## src/rtl/booth_acc_pkg.sv

```systemverilog
// Shared types and helpers for the Booth product accumulator and related fixed-latency stages.
package booth_acc_pkg;

    localparam int unsigned DEF_PROD_W = 16;
    localparam int unsigned DEF_ACC_W  = 24;
    localparam int unsigned MAX_ACC_W  = 64;

    typedef enum logic [0:0] {
        ACCUM = 1'b0
    } acc_state_t;

    // Sign-extend the low w bits of v to MAX_ACC_W+1 bits.
    function automatic logic [MAX_ACC_W:0] sext(input logic [MAX_ACC_W-1:0] v,
                                                 input int unsigned         w);
        logic [MAX_ACC_W:0] m;
        logic [MAX_ACC_W:0] x;
        m = {(MAX_ACC_W+1){1'b1}} << w;
        x = {1'b0, v};
        return v[w-1] ? (x | m) : (x & ~m);
    endfunction

    // Clamp a true (sign-extended) sum to the acc_w-bit signed range when ovf is set.
    function automatic logic [MAX_ACC_W-1:0] sat_acc(input logic [MAX_ACC_W:0] sum,
                                                     input logic               ovf,
                                                     input int unsigned        acc_w);
        logic [MAX_ACC_W-1:0] lim;
        lim = (MAX_ACC_W'(1) << (acc_w - 1)) - MAX_ACC_W'(1);
        if (!ovf) begin
            return sum[MAX_ACC_W-1:0];
        end else if (sum[MAX_ACC_W]) begin
            return ~lim;
        end else begin
            return lim;
        end
    endfunction

endpackage

```

## src/rtl/booth_valid_delay.sv

```systemverilog
// Fixed-depth 1-bit valid delay line with synchronous active-low reset and synchronous clear.
module booth_valid_delay #(
    parameter int unsigned DEPTH = 4
) (
    input  logic clk,
    input  logic rst_n,
    input  logic i_clear,
    input  logic i_in,
    output logic o_out
);

    logic [DEPTH-1:0] r_sr;

    // Truncating cast drops the oldest bit, so this also works for DEPTH=1.
    always_ff @(posedge clk) begin
        if (!rst_n || i_clear) begin
            r_sr <= '0;
        end else begin
            r_sr <= DEPTH'({r_sr, i_in});
        end
    end

    assign o_out = r_sr[DEPTH-1];

endmodule

```

## src/rtl/booth_product_accumulator.sv

```systemverilog
// Framed multiply-accumulate stage behind a fixed-latency Booth multiplier.
// Build option: BOOTH_ACC_SATURATE_EN clamps the accumulator on overflow instead of wrapping.
module booth_product_accumulator
    import booth_acc_pkg::*;
#(
    parameter int unsigned PROD_W    = DEF_PROD_W,
    parameter int unsigned ACC_W     = DEF_ACC_W,
    parameter int unsigned FRAME_LEN = 8,
    parameter int unsigned MUL_LAT   = 4
) (
    input  logic              clk,
    input  logic              rst_n,
    input  logic              op_valid,
    input  logic [PROD_W-1:0] product,
    input  logic              clear,
    output logic [ACC_W-1:0]  acc_data,
    output logic              acc_valid,
    input  logic              acc_ready,
    output logic              acc_ovf,
    output logic              frame_lost
);

    localparam int unsigned CNT_W = (FRAME_LEN > 1) ? $clog2(FRAME_LEN) : 1;

    acc_state_t       r_state;
    acc_state_t       w_state_nxt;
    logic [ACC_W-1:0] r_acc;
    logic [ACC_W-1:0] w_acc_nxt;
    logic [CNT_W-1:0] r_cnt;
    logic [CNT_W-1:0] w_cnt_nxt;
    logic             r_ovf_s;
    logic             w_ovf_s_nxt;

    logic [ACC_W-1:0] r_acc_data;
    logic             r_acc_valid;
    logic             r_acc_ovf;
    logic             r_frame_lost;

    logic             w_pv;
    logic [ACC_W:0]   w_prod_ext;
    logic [ACC_W:0]   w_sum;
    logic             w_ovf;
    logic             w_ovf_final;
    logic [ACC_W-1:0] w_acc_upd;
    logic             w_done;
    logic             w_out_free;

    booth_valid_delay #(
        .DEPTH (MUL_LAT)
    ) u_valid_delay (
        .clk     (clk),
        .rst_n   (rst_n),
        .i_clear (clear),
        .i_in    (op_valid),
        .o_out   (w_pv)
    );

    // One guard bit on the sum exposes signed overflow of the ACC_W accumulator.
    assign w_prod_ext  = (ACC_W+1)'(sext(MAX_ACC_W'(product), PROD_W));
    assign w_sum       = {r_acc[ACC_W-1], r_acc} + w_prod_ext;
    assign w_ovf       = w_sum[ACC_W] ^ w_sum[ACC_W-1];
    assign w_ovf_final = r_ovf_s | w_ovf;

`ifdef BOOTH_ACC_SATURATE_EN
    assign w_acc_upd = ACC_W'(sat_acc(sext(MAX_ACC_W'(w_sum), ACC_W + 1), w_ovf, ACC_W));
`else
    assign w_acc_upd = w_sum[ACC_W-1:0];
`endif

    assign w_out_free = !r_acc_valid || acc_ready;

    always_ff @(posedge clk) begin
        if (!rst_n) begin
            r_state <= ACCUM;
            r_acc   <= '0;
            r_cnt   <= '0;
            r_ovf_s <= 1'b0;
        end else begin
            r_state <= w_state_nxt;
            r_acc   <= w_acc_nxt;
            r_cnt   <= w_cnt_nxt;
            r_ovf_s <= w_ovf_s_nxt;
        end
    end

    // Next-state and frame bookkeeping; clear wins over a simultaneous valid product.
    always_comb begin
        w_state_nxt = r_state;
        w_acc_nxt   = r_acc;
        w_cnt_nxt   = r_cnt;
        w_ovf_s_nxt = r_ovf_s;
        w_done      = 1'b0;
        case (r_state)
            ACCUM: begin
                if (clear) begin
                    w_acc_nxt   = '0;
                    w_cnt_nxt   = '0;
                    w_ovf_s_nxt = 1'b0;
                end else if (w_pv) begin
                    if (r_cnt == CNT_W'(FRAME_LEN - 1)) begin
                        w_done      = 1'b1;
                        w_acc_nxt   = '0;
                        w_cnt_nxt   = '0;
                        w_ovf_s_nxt = 1'b0;
                    end else begin
                        w_acc_nxt   = w_acc_upd;
                        w_cnt_nxt   = r_cnt + CNT_W'(1);
                        w_ovf_s_nxt = w_ovf_final;
                    end
                end
            end
            default: begin
                w_state_nxt = ACCUM;
            end
        endcase
    end

    // One-deep output register; a completed frame that finds it occupied is dropped.
    always_ff @(posedge clk) begin
        if (!rst_n) begin
            r_acc_data   <= '0;
            r_acc_valid  <= 1'b0;
            r_acc_ovf    <= 1'b0;
            r_frame_lost <= 1'b0;
        end else begin
            r_frame_lost <= 1'b0;
            if (w_done && w_out_free) begin
                r_acc_data  <= w_acc_upd;
                r_acc_ovf   <= w_ovf_final;
                r_acc_valid <= 1'b1;
            end else begin
                if (w_done) begin
                    r_frame_lost <= 1'b1;
                end
                if (r_acc_valid && acc_ready) begin
                    r_acc_valid <= 1'b0;
                end
            end
        end
    end

    assign acc_data   = r_acc_data;
    assign acc_valid  = r_acc_valid;
    assign acc_ovf    = r_acc_ovf;
    assign frame_lost = r_frame_lost;

endmodule

```

## config.mk

```make
export PLATFORM = sky130hd
export DESIGN_NAME = booth_product_accumulator
export DESIGN_NICKNAME = d
export VERILOG_FILES = /design/src/rtl/booth_acc_pkg.sv /design/src/rtl/booth_valid_delay.sv /design/src/rtl/booth_product_accumulator.sv
export SDC_FILE = /design/constraint.sdc
export NUM_CORES = 1
export LEC_CHECK = 0
export CORE_MARGIN = 3
export CORE_UTILIZATION = 45
export DETAILED_ROUTE_END_ITERATION = 10
export GPL_TIMING_DRIVEN = 0
export PLACE_DENSITY_LB_ADDON = 0.08
export REMOVE_ABC_BUFFERS = 1
export SYNTH_ARGS = -nofsm -noshare
export SYNTH_HDL_FRONTEND = slang
export SYNTH_HIERARCHICAL = 1
export SYNTH_SLANG_ARGS = --single-unit
```

## constraint.sdc

```tcl
create_clock -name clk -period 2.6 [get_ports clk]
set_input_delay 0.26 -clock clk [delete_from_list [all_inputs] [get_ports clk]]
set_output_delay 0.26 -clock clk [all_outputs]
set_load 0.005 [all_outputs]
```

==> Word-level counts from Yosys, hierarchy flattened <==
Cells that the tools add are included.
{ "totals": {"input_bits": 21, "out_inout_bits": 27, "reg_bits": 59, "wordCells": 39} }
{ "classes": {"addsub": 2, "bitwise": 3, "n_mux": 16, "eq_ne": 1, "n_reduce_logical": 9} }
{ "op_table": {"columns": ["operator", "n"], "rows": [
  ["$mux 24", 3],
  ["$add 25x25->25", 1],
  ["$mux 25", 1],
  ["$mux 1", 9],
  ["$mux 3", 3],
  ["$reduce_bool 2->1", 2],
  ["$add 3x1->3 const B", 1],
  ["$eq 3x3->1 const B", 1],
  ["$logic_and 1x1->1", 2],
  ["$logic_not 1->1", 2],
  ["$logic_or 1x1->1", 2],
  ["$reduce_or 2->1", 1],
  ["$not 1->1", 1],
  ["$or 1x1->1", 1],
  ["$xor 1x1->1", 1]
]} }

==> Depth between registers and ports, before layout <==
{ "logic_depth": {"word_depth": 7, "mapped_depth": 9, "depth_no_buf": 9} }

==> By module <==
The synthesis kept the hierarchy.
{ "by_module_without_submodules": {"columns": ["mod", "seq_area_each_um2", "cells_each", "area_each_um2", "n_inst"], "rows": [
  ["booth_product_accumulator", 1101.1, 419, 3311.9, 1],
  ["booth_valid_delay", 80.1, 8, 115.1, 1]
]} }

==> Worst setup path after synthesis <==
Ideal clock, no wire load.
{ "synth_timing": {"path_type": "reg-to-reg", "from": "reg r_acc[0]", "to": "reg r_acc_data[22] (netlist: acc_data[22])", "setup_time_ns": 0.074, "n_path_buf": 0, "slack_ns": 0.293, "t_required_ns": 2.526, "stages_incl_launch_ff": 9, "arrival_time_ns": 2.233, "period_less_slack_ns": 2.307, "cell_sequence": "dfxtp_1 -> ha_1 -> fa_1 -> a21o_1 -> a221oi_2 -> nor4_2 -> a31o_1 -> or3_1 -> a31oi_1"} }
{ "synth_between": {"elab_chain_len": 1} }
{ "synth_lines": {"columns": ["element", "line_no", "source"], "rows": [
  ["start, declared", "booth_product_accumulator.sv:27", "logic [ACC_W-1:0] r_acc;"],
  ["start signal, assigned", "booth_product_accumulator.sv:80", "r_acc <= w_acc_nxt;"],
  ["$add 25x25->25", "booth_product_accumulator.sv:60", "assign w_sum = {r_acc[ACC_W-1], r_acc} + w_prod_ext;"],
  ["end signal, assigned", "booth_product_accumulator.sv:128", "r_acc_data <= w_acc_upd;"],
  ["end, declared", "booth_product_accumulator.sv:34", "logic [ACC_W-1:0] r_acc_data;"]
]} }
Every way passes these cells.
A chain may end at the register's enable or synchronous reset.

==> Worst setup path after layout <==
{ "layout_timing": {"from": "in product[0]", "to": "reg r_acc_data[22] (netlist: acc_data[22])"} }
{ "layout_between": {"elab_chain_len": 2} }
{ "layout_lines": {"columns": ["element", "line_no", "source"], "rows": [
  ["start, declared", "booth_product_accumulator.sv:14", "input logic [PROD_W-1:0] product,"],
  ["$mux 25", "booth_acc_pkg.sv:19", "return v[w-1] ? (x | m) : (x & ~m);"],
  ["$add 25x25->25", "booth_product_accumulator.sv:60", null]
]} }
Every way passes these cells.

==> results.tsv <==
stage	metric	value	unit
run_status	status	complete, no violations	
floorplan	core outline area	7330	µm²
floorplan	Ports	48	
floorplan	die width	93.3	µm
routing	Vias/cell	5.56	
floorplan	Initial Util	46.7	%
power_and_ir_drop	sw power	0.447	mW
sta	Final min period	2.50	ns
placed_design	Place WS	-0.416	ns
sta	Slew Limit Fails	0	
placed_design	cell area after placement	3960	µm²
critical_path	critical path class	in -> reg	
global_route	grt ovf	0	
sta	Final Hold Vio Count	0	
yosys	synth unique cells	53	
cells_and_area	layout cells sized above 1	8.49	%
critical_path	crit path capture type	flip-flop	
clock_tree	Worst-path clk slew	0.07	ns
yosys	Avg Inst Size Synth	8.03	µm²
placed_design	final RePlAce weighted congestion	0.894	
clock_tree	CTS tree	built	
floorplan	row cnt	31	
sta	clk_skew	0.00636	ns
cells_and_area	FILL cells	671	
placed_design	PortBufs	47	
yosys	Most used DFF post-synth	dfxtp_1	
routing	detail-routed net length per standard cell	15.4	µm
power_and_ir_drop	clock group share of total power	44.4	%
clock_tree	# clock sinks	59	
critical_path	CP arrival	2.76	ns
placed_design	dpl hpwl	6.40	mm
clock_tree	CTS Buf Count	9	
critical_path	CP Launch Type	input port	
yosys	fraction of registers with async set/reset	0	%
sta	Max Freq	400	MHz
power_and_ir_drop	sw frac	23.5	%
clock_tree	Clock Tree Root	clkbuf_8	
clock_tree	H-tree Lvls	3	
routing	via count	3171	
yosys	EDFF count, synth	0	
cells_and_area	Nets	515	
cells_and_area	Reg area	1180	µm²
routing	DR DRC count	0	
yosys	Post-Syn Area	3430	µm²
power_and_ir_drop	Sequential Power Share	47.6	%
routing	Initial DRT Pass Iterations	4	
critical_path	CP required	2.86	ns
global_route	total track usage	21.7	%
clock_tree	clk buf depth	2	
global_route	largest net degree at the start of global routing	25	
floorplan	die area	8700	µm²
power_and_ir_drop	Int Power	1.45	mW
clock_tree	clk_lat worst skew	0.34	ns
yosys	synth warn	6	
yosys	Mapped Cells	427	
sta	final setup violation count	0	
sta	RSZ-0062 raised after global routing	false	
sta	Slew @ Worst Pin	0.798	ns
sta	Worst slew margin	46.7	%
global_route	global-route wire length before repair	15.0	mm
sta	Tcrit/Tclk final	96.2	%
routing	Post-Route WL	8.79	mm
cells_and_area	Area growth, synth to finish	23.7	%
run	Max-Cap Viols	0	
worst_hold_path	Hold Path Class	reg -> reg	
power_and_ir_drop	Lkg Pwr	1.63	nW
yosys	sequential share of the synthesized area	34.5	%
global_route	vias in the first global route	3182	
routing	Initial DRC Count	161	
power_and_ir_drop	VDD IR max	0.256	mV
routing	post-route ant nets	0	
cells_and_area	Finished Cell Area	4240	µm²
floorplan	Die Span Y	93.3	µm
cells_and_area	multi-input combinational cell area	2220	µm²
critical_path	Max FO, Critical Path	4	
power_and_ir_drop	Comb pwr share	8.0	%
sta	final worst setup slack	0.0986	ns
global_route	initial antenna violation count	0	
yosys	Synth Register Bits	59	
cells_and_area	antenna diode count	0	
power_and_ir_drop	PwrDens	449	nW/µm²
sta	Hold Slack	0.453	ns
==> registers in the layout, summed over array words and instances (netlist names) <==
| signal | count |
|---|---|
| acc_data | 24 |
| acc_ovf | 1 |
| r_cnt | 3 |
| r_acc | 24 |
| r_ovf_s | 1 |
| u_valid_delay/r_sr | 4 |
| acc_valid | 1 |
| frame_lost | 1 |
==> path summary, 6_finish.rpt <==
| kind | start | end | slack, ns | cells past startpoint |
|---|---|---|---|---|
| max reg2reg | r_acc[0] | acc_data[22] | 0.14 | 8 |
| min reg2reg | acc_data[0] | acc_data[0] | 0.45 | 2 |
| max | product[0] | acc_data[22] | 0.1 | 9 |
| min | acc_data[0] | acc_data[0] | 0.45 | 2 |
==> synthesized netlist by cell type, types with 3 or more instances <==
master	number	area share, %
nand2_1	67	7.3
dfxtp_1	59	34
a21oi_1	49	7.2
nor2_1	37	4.1
ha_1	26	9.5
o21ai_0	25	3.7
clkbuf_1	18	2.0
xnor2_1	14	3.6
nand3_1	12	1.8
nor2b_1	11	2.0
a21o_1	8	1.8
nand2b_1	8	1.5
nor3_1	8	1.2
xor2_1	8	2.0
a31oi_1	6	1.1
and2_1	5	0.91
mux2i_1	5	1.5
a211oi_1	4	0.88
and3b_1	4	1.0
o211ai_1	4	0.88
a22o_1	3	0.77
and3_1	3	0.55
nand4_1	3	0.55
o21ai_1	3	0.44
o221ai_1	3	0.77
==> final cells by class <==
type                            instances  share of cell area (%)
Clock buffer                           11                    3.57
Timing Repair Buffer                   50                    11.9
Multi-Input combinational cell        345                    52.4
Sequential cell                        59                    27.9
Tap cell                               99                    2.92
Clock inverter                          4                    1.18
Inverter                                2                   0.177
==> power by group through the flow <==
stage / sequential, mW / clock [mW] / combinational (mW)
floorplan: 0.925 / 0 / 0.0824
global placement: 0.926 / 0 / 0.145
detailed placement: 0.926 / 0 / 0.146
CTS: 0.905 / 0.869 / 0.149
global route: 0.905 / 0.908 / 0.168
finish: 0.905 / 0.845 / 0.152
==> cells by family after synthesis <==
kind of cell             share of synthesized area [%]
multiplexers                                      1.79
flip-flops                                        34.5
adder cells (fa/ha/maj)                           10.1
AND/OR/NAND/NOR                                   23.1
buffers and inverters                             2.81
AO/OA/AOI/OAI                                     22.2
XOR/XNOR                                          5.62
==> per-layer routing <==
metal,vias up,wire [µm],track usage (%),share of wire (%)
met5,-,0,0,0
met4,0,136,6.59,1.5
met3,11,339,6.03,3.9
met2,59,4310,37.2,49
met1,1502,4000,26.2,45
li1,1599,-,-,-
==> metrics by stage <==
step	total power, mW	util (%)	std cells	TNS, ns
CTS	1.92	57.3	569	0
detailed placement	1.07	54.0	554	-7.85
global placement	1.07	53.6	552	-47.98
finish	1.90	57.8	570	0
global route	1.98	57.8	570	0
floorplan	1.01	-	406	-6.74
==> critical path, cell delays in order <==
cell             delay, ns
clkdlybuf4s50_1       0.41
ha_2                  0.22
fa_2                  0.36
a21o_1                0.21
a221oi_4              0.35
nor4_2                0.12
a31o_2                0.31
or3_1                 0.37
a31oi_1               0.15
==> cell usage in the layout, fill, tap and decap left out, drive strengths merged, types with 5 or more instances in the layout <==
cell | Yosys | layout
xor2 | 8 | 8
o21ai | 28 | 28
a21o | 8 | 8
clkbuf | 18 | 11
a31oi | 6 | 6
xnor2 | 14 | 14
nor3 | 8 | 8
ha | 26 | 26
a21oi | 49 | 49
clkdlybuf4s50 | 0 | 46
o211ai | 5 | 5
and2 | 5 | 5
nand3 | 12 | 12
nor2b | 11 | 11
nand2 | 67 | 67
nand2b | 8 | 8
mux2i | 5 | 5
dfxtp | 59 | 59
nor2 | 37 | 37
==> timing repair <==
item | in CTS | in global routing
buffers inserted | 0 | 1
pin swaps | 0 | 1
setup endpoints to repair | 11 | 20
resized for setup | 9 | 12
hold buffers | 0 | 0
(Power assumes the default switching activity.)
